==> src/rtl/syscon_pin_rx_pkg.sv <==
// Shared definitions for the syscon pin receiver: FSM state encoding and
// default parameter values used by the top level.
package syscon_pin_rx_pkg;

    typedef enum logic [1:0] {
        IDLE    = 2'd0,
        MEASURE = 2'd1,
        LOCKED  = 2'd2
    } state_t;

    localparam int DEF_SYNC_STAGES = 2;
    localparam int DEF_CNT_W       = 8;
    localparam int DEF_LOCK_COUNT  = 4;
    localparam int DEF_TOL         = 1;
    localparam int DEF_RST_HOLD    = 3;

endpackage

==> src/rtl/syscon_pin_rx_sync.sv <==
// N-stage flip-flop synchronizer for one asynchronous pin. RST_VAL selects
// the level every stage takes during reset, so a reset-pin chain can come
// up asserted while a clock-pin chain comes up low.
module syscon_pin_rx_sync #(
    parameter int   STAGES  = 2,
    parameter logic RST_VAL = 1'b0
) (
    input  logic clk,
    input  logic rst,
    input  logic din,
    output logic dout
);

    logic [STAGES-1:0] chain_reg;

    // Shift the pin through the chain; the oldest stage is the synchronized copy.
    always_ff @(posedge clk) begin
        if (!rst) begin
            chain_reg <= {STAGES{RST_VAL}};
        end else begin
            chain_reg <= {chain_reg[STAGES-2:0], din};
        end
    end

    assign dout = chain_reg[STAGES-1];

endmodule

==> src/rtl/syscon_pin_rx.sv <==
// Receive side of the syscon pin pair. Synchronizes clk_pin / rst_pin,
// debounces the reset pin, emits a tick per clk_pin rise and measures the
// clk_pin half-period, declaring lock once successive half-periods agree.
module syscon_pin_rx
    import syscon_pin_rx_pkg::*;
#(
    parameter int SYNC_STAGES = DEF_SYNC_STAGES,
    parameter int CNT_W       = DEF_CNT_W,
    parameter int LOCK_COUNT  = DEF_LOCK_COUNT,
    parameter int TOL         = DEF_TOL,
    parameter int RST_HOLD    = DEF_RST_HOLD
) (
    input  logic             clk,
    input  logic             rst,
    input  logic             clk_pin,
    input  logic             rst_pin,
    output logic             ext_rst,
    output logic             ext_tick,
    output logic [CNT_W-1:0] half_period,
    output logic             locked,
    output logic             err
);

    localparam int GOOD_W = $clog2(LOCK_COUNT + 1);
    localparam int RCNT_W = (RST_HOLD > 1) ? $clog2(RST_HOLD) : 1;

    localparam logic [CNT_W-1:0]  CNT_MAX   = {CNT_W{1'b1}};
    localparam logic [CNT_W-1:0]  CNT_NEAR  = {{(CNT_W-1){1'b1}}, 1'b0};
    localparam logic [CNT_W:0]    TOL_W     = (CNT_W+1)'(TOL);
    localparam logic [GOOD_W-1:0] LOCK_VAL  = GOOD_W'(LOCK_COUNT);
    localparam logic [GOOD_W-1:0] GOOD_ONE  = GOOD_W'(1);
    localparam logic [RCNT_W-1:0] RCNT_LAST = RCNT_W'(RST_HOLD - 1);

    logic              s_clk;
    logic              s_rst;
    logic              p_clk_reg;
    logic              clk_edge;
    logic [CNT_W-1:0]  hp_cnt_reg;
    logic [CNT_W-1:0]  prev_reg;
    logic [GOOD_W-1:0] good_reg;
    logic [GOOD_W-1:0] good_next;
    logic [RCNT_W-1:0] rcnt_reg;
    state_t            state_reg;

    logic [CNT_W:0]    meas_wide;
    logic [CNT_W-1:0]  meas;
    logic [CNT_W:0]    diff;
    logic              in_tol;
    logic              stopped;
    logic              overflow;

    syscon_pin_rx_sync #(
        .STAGES  (SYNC_STAGES),
        .RST_VAL (1'b0)
    ) u_sync_clk (
        .clk  (clk),
        .rst  (rst),
        .din  (clk_pin),
        .dout (s_clk)
    );

    syscon_pin_rx_sync #(
        .STAGES  (SYNC_STAGES),
        .RST_VAL (1'b1)
    ) u_sync_rst (
        .clk  (clk),
        .rst  (rst),
        .din  (rst_pin),
        .dout (s_rst)
    );

    // Edge detect plus measurement arithmetic; the difference is taken one
    // bit wider than the counter so the unsigned subtraction never wraps.
    always_comb begin
        clk_edge  = s_clk ^ p_clk_reg;
        meas_wide = {1'b0, hp_cnt_reg} + {{CNT_W{1'b0}}, 1'b1};
        meas      = meas_wide[CNT_W] ? CNT_MAX : meas_wide[CNT_W-1:0];
        diff      = (meas >= prev_reg) ? ({1'b0, meas} - {1'b0, prev_reg})
                                       : ({1'b0, prev_reg} - {1'b0, meas});
        in_tol    = (diff <= TOL_W);
        stopped   = ({1'b0, hp_cnt_reg} > ({1'b0, prev_reg} + TOL_W));
        overflow  = (hp_cnt_reg == CNT_NEAR);
        if (good_reg == '0) begin
            good_next = GOOD_ONE;
        end else if (in_tol) begin
            good_next = good_reg + 1'b1;
        end else begin
            good_next = GOOD_ONE;
        end
    end

    // Previous-sample flop and registered rising-edge tick.
    always_ff @(posedge clk) begin
        if (!rst) begin
            p_clk_reg <= 1'b0;
            ext_tick  <= 1'b0;
        end else begin
            p_clk_reg <= s_clk;
            ext_tick  <= s_clk & ~p_clk_reg;
        end
    end

    // Half-period counter: clears on every edge, otherwise saturates at all-ones.
    always_ff @(posedge clk) begin
        if (!rst) begin
            hp_cnt_reg <= '0;
        end else if (clk_edge) begin
            hp_cnt_reg <= '0;
        end else if (hp_cnt_reg != CNT_MAX) begin
            hp_cnt_reg <= hp_cnt_reg + 1'b1;
        end
    end

    // Reset-pin debounce: ext_rst follows s_rst only after RST_HOLD differing samples.
    always_ff @(posedge clk) begin
        if (!rst) begin
            ext_rst  <= 1'b1;
            rcnt_reg <= '0;
        end else if (s_rst == ext_rst) begin
            rcnt_reg <= '0;
        end else if (rcnt_reg == RCNT_LAST) begin
            ext_rst  <= s_rst;
            rcnt_reg <= '0;
        end else begin
            rcnt_reg <= rcnt_reg + 1'b1;
        end
    end

    // Lock FSM: measure half-periods, lock on agreement, flag loss of lock or overflow.
    always_ff @(posedge clk) begin
        if (!rst) begin
            state_reg   <= IDLE;
            good_reg    <= '0;
            prev_reg    <= '0;
            half_period <= '0;
            locked      <= 1'b0;
            err         <= 1'b0;
        end else begin
            err <= 1'b0;
            case (state_reg)
                IDLE: begin
                    if (clk_edge) begin
                        state_reg <= MEASURE;
                        good_reg  <= '0;
                    end else if (overflow) begin
                        err <= 1'b1;
                    end
                end
                MEASURE: begin
                    if (clk_edge) begin
                        half_period <= meas;
                        prev_reg    <= meas;
                        good_reg    <= good_next;
                        if (good_next == LOCK_VAL) begin
                            state_reg <= LOCKED;
                            locked    <= 1'b1;
                        end
                    end else if (overflow) begin
                        err       <= 1'b1;
                        state_reg <= IDLE;
                    end
                end
                LOCKED: begin
                    if (clk_edge) begin
                        half_period <= meas;
                        prev_reg    <= meas;
                        if (!in_tol) begin
                            err       <= 1'b1;
                            locked    <= 1'b0;
                            good_reg  <= GOOD_ONE;
                            state_reg <= MEASURE;
                        end
                    end else if (overflow || stopped) begin
                        // Saturation and a stopped clock share one pulse and both fall back to IDLE.
                        err       <= 1'b1;
                        locked    <= 1'b0;
                        state_reg <= IDLE;
                    end
                end
                default: begin
                    state_reg <= IDLE;
                    locked    <= 1'b0;
                end
            endcase
        end
    end

endmodule
==> config.mk <==
export PLATFORM = sky130hd
export DESIGN_NAME = syscon_pin_rx
export DESIGN_NICKNAME = d
export VERILOG_FILES = /design/src/rtl/syscon_pin_rx_pkg.sv /design/src/rtl/syscon_pin_rx_sync.sv /design/src/rtl/syscon_pin_rx.sv
export SDC_FILE = /design/constraint.sdc
export NUM_CORES = 1
export LEC_CHECK = 0
export CORE_UTILIZATION = 60
export CTS_CLUSTER_SIZE = 14
export DETAILED_ROUTE_END_ITERATION = 12
export PLACE_DENSITY = 0.83
export SLEW_MARGIN = 20
export SYNTH_ARGS = -nofsm -noshare
export SYNTH_HDL_FRONTEND = slang
export SYNTH_HIERARCHICAL = 1
export SYNTH_SLANG_ARGS = --single-unit
==> constraint.sdc <==
create_clock -name clk -period 5 [get_ports clk]
set_clock_uncertainty 0.1 [all_clocks]
set_input_delay 1 -clock clk [delete_from_list [all_inputs] [get_ports clk]]
set_output_delay 1 -clock clk [all_outputs]
set_load 0.1 [all_outputs]
== Yosys cells after proc, flatten, opt, wreduce, memory -nomap -nowiden ==
Cells that the tools add are included.

* $add $sub $neg: 7
* Magnitude comparators: 3
* Equal/unequal tests: 16
* Mux-type cells: 29
* Bitwise gates (word level): 6
* Reductions and logical operators: 13

{| class="wikitable"
|+ Operators by type and width
! cell !! count
|-
| $add A8 B1 Y9 const B || 2
|-
| $mux W3 || 6
|-
| $sub A8 B8 Y9 || 2
|-
| $reduce_and A5 Y1 || 3
|-
| $mux W2 || 7
|-
| $ne A3 B3 Y1 const B || 4
|-
| $mux W1 || 10
|-
| $ne A2 B2 Y1 const B || 5
|-
| $gt A8 B9 Y1 || 1
|-
| $le A9 B1 Y1 const B || 1
|-
| $mux W9 || 1
|-
| $pmux W3 S3 || 1
|-
| $add A8 B1 Y8 const B || 1
|-
| $eq A8 B8 Y1 const B || 1
|-
| $ge A8 B8 Y1 || 1
|-
| $mux W8 || 1
|-
| $ne A8 B8 Y1 const B || 1
|-
| $pmux W2 S3 || 1
|-
| $reduce_or A2 Y1 || 3
|-
| $eq A2 B2 Y1 const B || 2
|-
| $not A1 Y1 || 4
|-
| $reduce_and A2 Y1 || 2
|-
| $add A3 B1 Y3 const B || 1
|-
| $eq A3 B3 Y1 const B || 1
|-
| 12 further kinds || 12
|}

* Bits in registers: 32
* Input port bits: 4
* Output and inout port bits: 12

== Logic depth before layout (Yosys ltp) ==
Gate-level depths: netlist of run 1.

* Depth after elaboration: 11
* Mapped depth: 16

== Hierarchy ==
The synthesis of run 1 kept the hierarchy.

{| class="wikitable"
|+ Modules (own cells, without submodules)
! module !! instances !! cells each !! area each (µm²) !! sequential area each (µm²)
|-
| syscon_pin_rx || 1 || 323 || 2567.5 || 560.5
|-
| syscon_pin_rx_sync || 2 || 4 || 52.6 || 40.0
|}

== Least setup slack after synthesis of run 1 ==
OpenSTA, ideal clock, no wires.

* Path type: register to register
* Start point: register prev_reg[1]
* End point: register state_reg[0]
* Library setup time: 72 ps
* Arrival: 3461 ps
* Required time: 4828 ps
* Slack: 1367 ps
* Cell stages (with the launch flop): 11
* Path buffers: 0
* Clock period less this slack: 3633 ps
* Cells stage by stage: dfxtp_1 > inv_1 > ha_1 > nor2b_1 > o21bai_1 > nand2_1 > or3_1 > a211o_2 > a221o_2 > o211ai_1 > mux2i_1

* Cells in the longest elaborated chain, start to end: 8

{| class="wikitable"
|+ Ends and longest elaborated chain
! item !! line !! RTL
|-
| from (decl) || syscon_pin_rx.sv:39 || <nowiki>logic [CNT_W-1:0] prev_reg;</nowiki>
|-
| from (signal assigned) || syscon_pin_rx.sv:152 || <nowiki>prev_reg <= meas;</nowiki>
|-
| from (signal assigned) || syscon_pin_rx.sv:166 || <nowiki>prev_reg <= meas;</nowiki>
|-
| $sub A8 B8 Y9 (tied with other cells) || syscon_pin_rx.sv:79 || <nowiki>: ({1'b0, prev_reg} - {1'b0, meas});</nowiki>
|-
| $mux W9 || syscon_pin_rx.sv:78 || <nowiki>diff = (meas >= prev_reg) ? ({1'b0, meas} - {1'b0, prev_reg})</nowiki>
|-
| $le A9 B1 Y1 || syscon_pin_rx.sv:80 || <nowiki>in_tol = (diff <= TOL_W);</nowiki>
|-
| $mux W3 || syscon_pin_rx.sv:85 || <nowiki>end else if (in_tol) begin</nowiki>
|-
| $mux W3 || syscon_pin_rx.sv:83 || <nowiki>if (good_reg == '0) begin</nowiki>
|-
| $eq A3 B3 Y1 || syscon_pin_rx.sv:154 || <nowiki>if (good_next == LOCK_VAL) begin</nowiki>
|-
| $ne A3 B3 Y1 (no source line) || - ||
|-
| $reduce_and A5 Y1 (no source line) * || - ||
|-
| to (signal assigned) || syscon_pin_rx.sv:155 || <nowiki>state_reg <= LOCKED;</nowiki>
|-
| to (signal assigned) || syscon_pin_rx.sv:160 || <nowiki>state_reg <= IDLE;</nowiki>
|-
| to (signal assigned) || syscon_pin_rx.sv:171 || <nowiki>state_reg <= MEASURE;</nowiki>
|-
| to (decl) || syscon_pin_rx.sv:43 || <nowiki>state_t state_reg;</nowiki>
|}

Every way passes the cells marked *; elsewhere a longest branch is shown, timed or not.
A chain may end at the register's enable or synchronous reset.

== Worst setup path in the final report of run 1 ==
* Start point: register hp_cnt_reg[1]
* End point: register locked

* Cells in the longest elaborated chain, start to end: 10

{| class="wikitable"
|+ Ends and longest elaborated chain
! item !! line !! RTL
|-
| from (decl) || syscon_pin_rx.sv:38 || <nowiki>logic [CNT_W-1:0] hp_cnt_reg;</nowiki>
|-
| from (signal assigned) || syscon_pin_rx.sv:110 || <nowiki>hp_cnt_reg <= hp_cnt_reg + 1'b1;</nowiki>
|-
| $add A8 B1 Y9 * || syscon_pin_rx.sv:76 || <nowiki>meas_wide = {1'b0, hp_cnt_reg} + {{CNT_W{1'b0}}, 1'b1};</nowiki>
|-
| $mux W8 * || syscon_pin_rx.sv:77 || <nowiki>meas = meas_wide[CNT_W] ? CNT_MAX : meas_wide[CNT_W-1:0];</nowiki>
|-
| net meas[4] || syscon_pin_rx.sv:46 || <nowiki>logic [CNT_W-1:0] meas;</nowiki>
|-
| $sub A8 B8 Y9 (tied with other cells) || syscon_pin_rx.sv:79 ||
|-
| $mux W9 * || syscon_pin_rx.sv:78 ||
|-
| $le A9 B1 Y1 * || syscon_pin_rx.sv:80 ||
|-
| $mux W3 || syscon_pin_rx.sv:85 ||
|-
| $mux W3 || syscon_pin_rx.sv:83 ||
|-
| $eq A3 B3 Y1 || syscon_pin_rx.sv:154 ||
|-
| $ne A2 B2 Y1 (no source line) || - ||
|-
| $reduce_and A5 Y1 (no source line) * || - ||
|-
| to (signal assigned) || syscon_pin_rx.sv:156 || <nowiki>locked <= 1'b1;</nowiki>
|-
| to (signal assigned) || syscon_pin_rx.sv:169 || <nowiki>locked <= 1'b0;</nowiki>
|-
| to (signal assigned) || syscon_pin_rx.sv:176 || <nowiki>locked <= 1'b0;</nowiki>
|-
| to (decl) || syscon_pin_rx.sv:20 || <nowiki>output logic locked,</nowiki>
|}

The timed path passes the listed nets; every way through them passes the cells marked *.

==> flow_summary.toml, run 1 <==
[finish]
nets = 383
seqCellArea_sq_um = 641
drive_gt1_share_pct = 7.00
final_cells = 393
fillers = 331
fin_area_sq_mm = 0.00290
multi_input_area_sq_mm = 0.00184
syn2layout_area_growth_pct = 8.47
antenna_cells = 0

[cts]
cts_buffers = 5
ctsHoldBuffers = 0
cts.path.max_buffers = 2
cts_resized = 0
clk_latency_ns = 0.30
cts_tree = "built"
clock-sinks = 32
path_clk_slew_ns = 0.07
h-tree-depth = 2
postCtsSetupBuffers = 0
root_buffer = "clkbuf_8"

[synthesis]
ys_seq_elements = 32
synth_top_area_cell = "dfxtp_1"
synth_area_leaders = "dfxtp_1 (24%), ha_1 (16%), a21oi_1 (4.7%), nor2_1 (4.6%), inv_1 (4.4%)"
synth_nets = 372
synth.cell_area_sq_mm = 0.00267
synth_edf_count = 0
avgSynthCellArea_sq_um = 8.07
ys_async_sr_fraction_pct = 0
synth.top_cell.area_share_pct = 24.0
synthTopCellsByCount = "ha_1 (35), nor2_1 (33), dfxtp_1 (32)"
ys_types = 59
ys_seq_area_share_pct = 24.0
yosysWarnings = 6
synth_flop_cell = "dfxtp_1"
synth_cells = 331
synth.most_common_cell = "ha_1"

[grt]
grt_usage_pct = 27.2
grt-ovfl-total = 0
grt_pass1_vias = 2156
grt_pass1_wl_um = 9520
grt_max_degree = 17
grt_antenna_before_repair = 0

[detailed_routing]
drcViolationCount = 0
drt_iter0_markers = 182
wl_per_cell_um = 14.5
via_per_inst = 5.91
ant_nets = 0
totalWireLength_um = 5720
vias = 2322
drtPass1Iterations = 4

[placed_design]
place_inst = 385
dp_hpwl_um = 4420
place_area_sq_mm = 0.00281
portBuffers = 15
place_congestion = 0.907

[run_status]
outcome = "finished, final reports clean"

[sta]
hold_violations = 0
clock.fmax_mhz = 256
rsz0062_at_grt = "no"
period_share_pct = 78.0
worstMarginPinSlew_ns = 0.969
setup_violations = 0
slew_violations = 0
period_minus_slack_ns = 3.90
tns_ns = 0
slew_headroom_pct = 35.2

[setup_path]
crit_fanout = 9
worst-setup-path-type = "reg2reg"
endpoint_kind = "flop"
critPathArrivalTime_ns = 4.01
critPathLaunchType = "flop"
cp.required_ns = 5.11

[die]
start_util_pct = 64.5
design.portCount = 16
rows = 23
die-height_um = 68.7
die_w_um = 68.7
die_area_sq_mm = 0.00473
core-area_sq_mm = 0.00414

[power_and_ir_drop]
pwr-share-clk_pct = 28.8
p_sw_mw = 0.273
cellPowerDensity_mw_per_mm2 = 251
max-vdd-ir-drop_uv = 212
p_total_mw = 0.728
pwr-share-comb_pct = 33.3
seqPwrFrac_pct = 37.9
switching_share_pct = 37.4
power.leakage_nw = 1.19
intPower_mw = 0.456

[hold_path]
hold_class = "reg2reg"

[job]
cap_violations = 0
[worst paths after layout]
kind                 startpoint          end  slack [ns]  depth (start not counted)
setup / recovery  hp_cnt_reg[1]       locked        1.10                         13
hold / removal      rcnt_reg[0]  rcnt_reg[0]        0.31                          1
hold reg to reg     rcnt_reg[0]  rcnt_reg[0]        0.31                          1
setup reg to reg  hp_cnt_reg[1]       locked        1.10                         13
[layout make-up]
cell class	count	area share [%]
inverters	31	4.01
multi-input cells	257	63.4
repair buffers	15	5.18
flip-flops and latches	32	22.1
well taps	50	2.16
clock buffers	5	2.37
clock inverters	3	0.820
[cells by family (layout without fill, tap and decap cells)]
group           after synthesis  in the layout  synth area share, %
simple gates                112            112                 21.5
flops                        32             32                 24.0
mux                           4              4                 1.50
compound gates               93             93                 24.3
xor+xnor                     11             11                 3.61
fa+ha+maj                    37             37                 17.9
buf+inv                      42             54                 7.30
[power by group through the flow]
stage | sequential, mW | combinational [mW] | clock, mW
final | 0.276 | 0.243 | 0.210
after CTS | 0.275 | 0.241 | 0.212
after global routing | 0.277 | 0.271 | 0.222
after detailed placement | 0.281 | 0.239 | 0
after global placement | 0.281 | 0.233 | 0
after floorplan | 0.295 | 0.178 | 0
[per-layer routing]
layer | vias to the layer above | global-route usage, % | part of all wire, %
met5 | - | 0 | 0
met4 | 0 | 8.67 | 1.5
met3 | 8 | 4.44 | 3.7
met2 | 49 | 45.2 | 46
met1 | 1066 | 35.7 | 49
li1 | 1199 | - | -
[layout by cell type (no fill, tap or decap), types with 6 or more instances in the layout]
cell	count
a211oi_1	6
nor2b_1	8
nor2_1	33
nand2b_1	8
o21ai_0	14
inv_1	31
a21o_1	6
a21oi_1	25
nand3_1	13
nor3_1	8
dfxtp_1	32
xnor2_1	9
clkdlybuf4s50_1	15
nand2_1	15
ha_1	35
[worst max-delay path, cell delays in order (launching register included)]
cell      delay [ns]
dfxtp_1         0.36
ha_1            0.30
and3_1          0.24
o21ai_0         0.36
inv_1           0.10
ha_1            0.43
nand3_1         0.17
o21bai_1        0.20
a21oi_1         0.13
or3_2           0.41
a22o_2          0.33
a221oi_2        0.31
o21ai_1         0.12
a211oi_1        0.25
[metrics by stage]
stage	util [%]	hold slack [ns]	setup WS (ns)
2_1_floorplan	-	0.286	1.37
3_3_place_gp	67.7	0.294	1.26
3_5_place_dp	67.7	0.303	1.14
4_1_cts	70.0	0.315	1.13
5_1_grt	70.0	0.337	0.708
6_report	70.0	0.312	1.10
(Power assumes the default switching activity.)
==> run 2: changes to the inputs <==
==> constraint.sdc (replaced) <==
create_clock -name clk -period 3.95 [get_ports clk]
set_clock_uncertainty 0.1 [all_clocks]
set_input_delay 0.79 -clock clk [delete_from_list [all_inputs] [get_ports clk]]
set_output_delay 0.79 -clock clk [all_outputs]
set_load 0.1 [all_outputs]
==> flow_summary.toml, run 2 (synthesized netlist as in run 1, its figures left out) <==
[setup_path]
cpMaxStageDelayCell = "dfxtp_1"
cp.required_ns = 4.08
max_stage_delay_ns = 0.44
path_cells = "nand3_1 > nor2_4 > nand2_1 > and2_2 > inv_1 > ha_1 > nor2b_1 > o21bai_1 > a21oi_1 > or3_2 > a22o_2 > a221o_2 > o211ai_1 > mux2i_1"
endpoint_kind = "flop"
crit_fanout = 7
critPathArrivalTime_ns = 3.83
worst-setup-path-type = "reg2reg"
critPathLaunchType = "flop"

[detailed_routing]
drtPass1Iterations = 7
drt_iter0_markers = 209
via_per_inst = 6.10
drcViolationCount = 0
vias = 2454
ant_nets = 0
totalWireLength_um = 6180
wl_per_cell_um = 15.4

[power_and_ir_drop]
seqPwrFrac_pct = 38.2
max-vdd-ir-drop_uv = 268
power.leakage_nw = 1.23
p_total_mw = 0.914
pwr-share-clk_pct = 26.8
intPower_mw = 0.577
pwr-share-comb_pct = 35.0
switching_share_pct = 36.9
p_sw_mw = 0.337
cellPowerDensity_mw_per_mm2 = 305

[sta]
period_minus_slack_ns = 3.70
slew_violations = 0
worstMarginPinSlew_ns = 0.978
setup_violations = 0
period_share_pct = 93.7
hold_slack_ns = 0.309
hold_violations = 0
slew_headroom_pct = 34.6
clock.fmax_mhz = 270

[cts]
clock-sinks = 32
clk_latency_ns = 0.30
ctsHoldBuffers = 0
cts.path.max_buffers = 2
path_clk_slew_ns = 0.07
root_buffer = "clkbuf_8"
cts_tree = "built"
cts_buffers = 5
h-tree-depth = 2

[die]
die_area_sq_mm = 0.00473
die-height_um = 68.7
die_w_um = 68.7
rows = 23
design.portCount = 16
start_util_pct = 64.5
core-area_sq_mm = 0.00414

[finish]
nets = 393
drive_gt1_share_pct = 10.8
syn2layout_area_growth_pct = 12.0
final_cells = 402
layout_commonest_cell = "ha_1"
final_cell_mix = "ha_1 (34), nor2_1 (32), dfxtp_1 (32), inv_1 (31), a21oi_1 (24)"
antenna_cells = 0

[grt]
grt_pass1_wl_um = 10200
grt_usage_pct = 28.7
grt_pass1_vias = 2282
grt-ovfl-total = 0
grt_max_degree = 17
grt_antenna_before_repair = 0

[placed_design]
place_inst = 394
portBuffers = 15
place_congestion = 0.904
dp_hpwl_um = 4790

[job]
cap_violations = 0

[run_status]
outcome = "finished, final reports clean"

[hold_path]
hold_class = "reg2reg"
## run 2: changes by cell type in the layout (fill, tap and decap cells not counted), sizes merged
cell,change
clkinvlp,-1
buf,+10
## run 2: stage by stage
step / utilization, % / area (sq um) / worst slack, ns / setup TNS (ns)
floorplan: - / 2670 / 0.317 / 0
global placement: 69.4 / 2870 / 0.356 / 0
detailed placement: 69.4 / 2870 / 0.231 / 0
CTS: 71.3 / 2960 / 0.220 / 0
global route: 72.2 / 2990 / -0.00942 / -0.00942
finish: 72.2 / 2990 / 0.247 / 0
## run 2: power by group through the flow
stage                     logic (mW)  clock network, mW  registers (mW)
after floorplan                0.225                  0           0.374
after global placement         0.302                  0           0.355
after detailed placement       0.311                  0           0.355
after CTS                      0.313              0.249           0.348
after global routing           0.352              0.263           0.351
final                          0.319              0.245           0.350
## run 2: final cells by class
type / instances / area [sq um]
clock buffers: 5 / 68.8
clock inverters: 2 / 12.5
fillers: 340 / 1150
inverters: 31 / 116
multi-input cells: 257 / 1870
flip-flops and latches: 32 / 641
well taps: 50 / 62.6
repair buffers: 25 / 225
## run 2: routing by layer
layer	up-vias	GRT usage (%)	share of wire, %
met5	-	0	0
met4	0	8.93	2.1
met3	15	4.93	5.4
met2	82	46.0	45
met1	1136	39.3	47
li1	1221	-	-
## run 2: path summary, 6_finish.rpt
check / start / to / slack [ns] / cells after the start
setup / recovery: hp_cnt_reg[2] / state_reg[0] / 0.25 / 14
hold / removal: u_sync_rst/chain_reg[0] / u_sync_rst/chain_reg[1] / 0.31 / 1
setup reg to reg: hp_cnt_reg[2] / state_reg[0] / 0.25 / 14
hold reg to reg: u_sync_rst/chain_reg[0] / u_sync_rst/chain_reg[1] / 0.31 / 1
## run 2: critical path, delay by kind of cell, from the launching register on
family,cells,cell delay [ns]
flops,1,0.44
compound gates,5,1.21
simple gates,6,1.31
mux,1,0.19
fa+ha+maj,1,0.25
buf+inv,1,0.10
## run 2: repair_timing
item                       4_1_cts  5_1_grt
resized for setup                0        7
setup buffers                    0        1
setup endpoints to repair        0        5
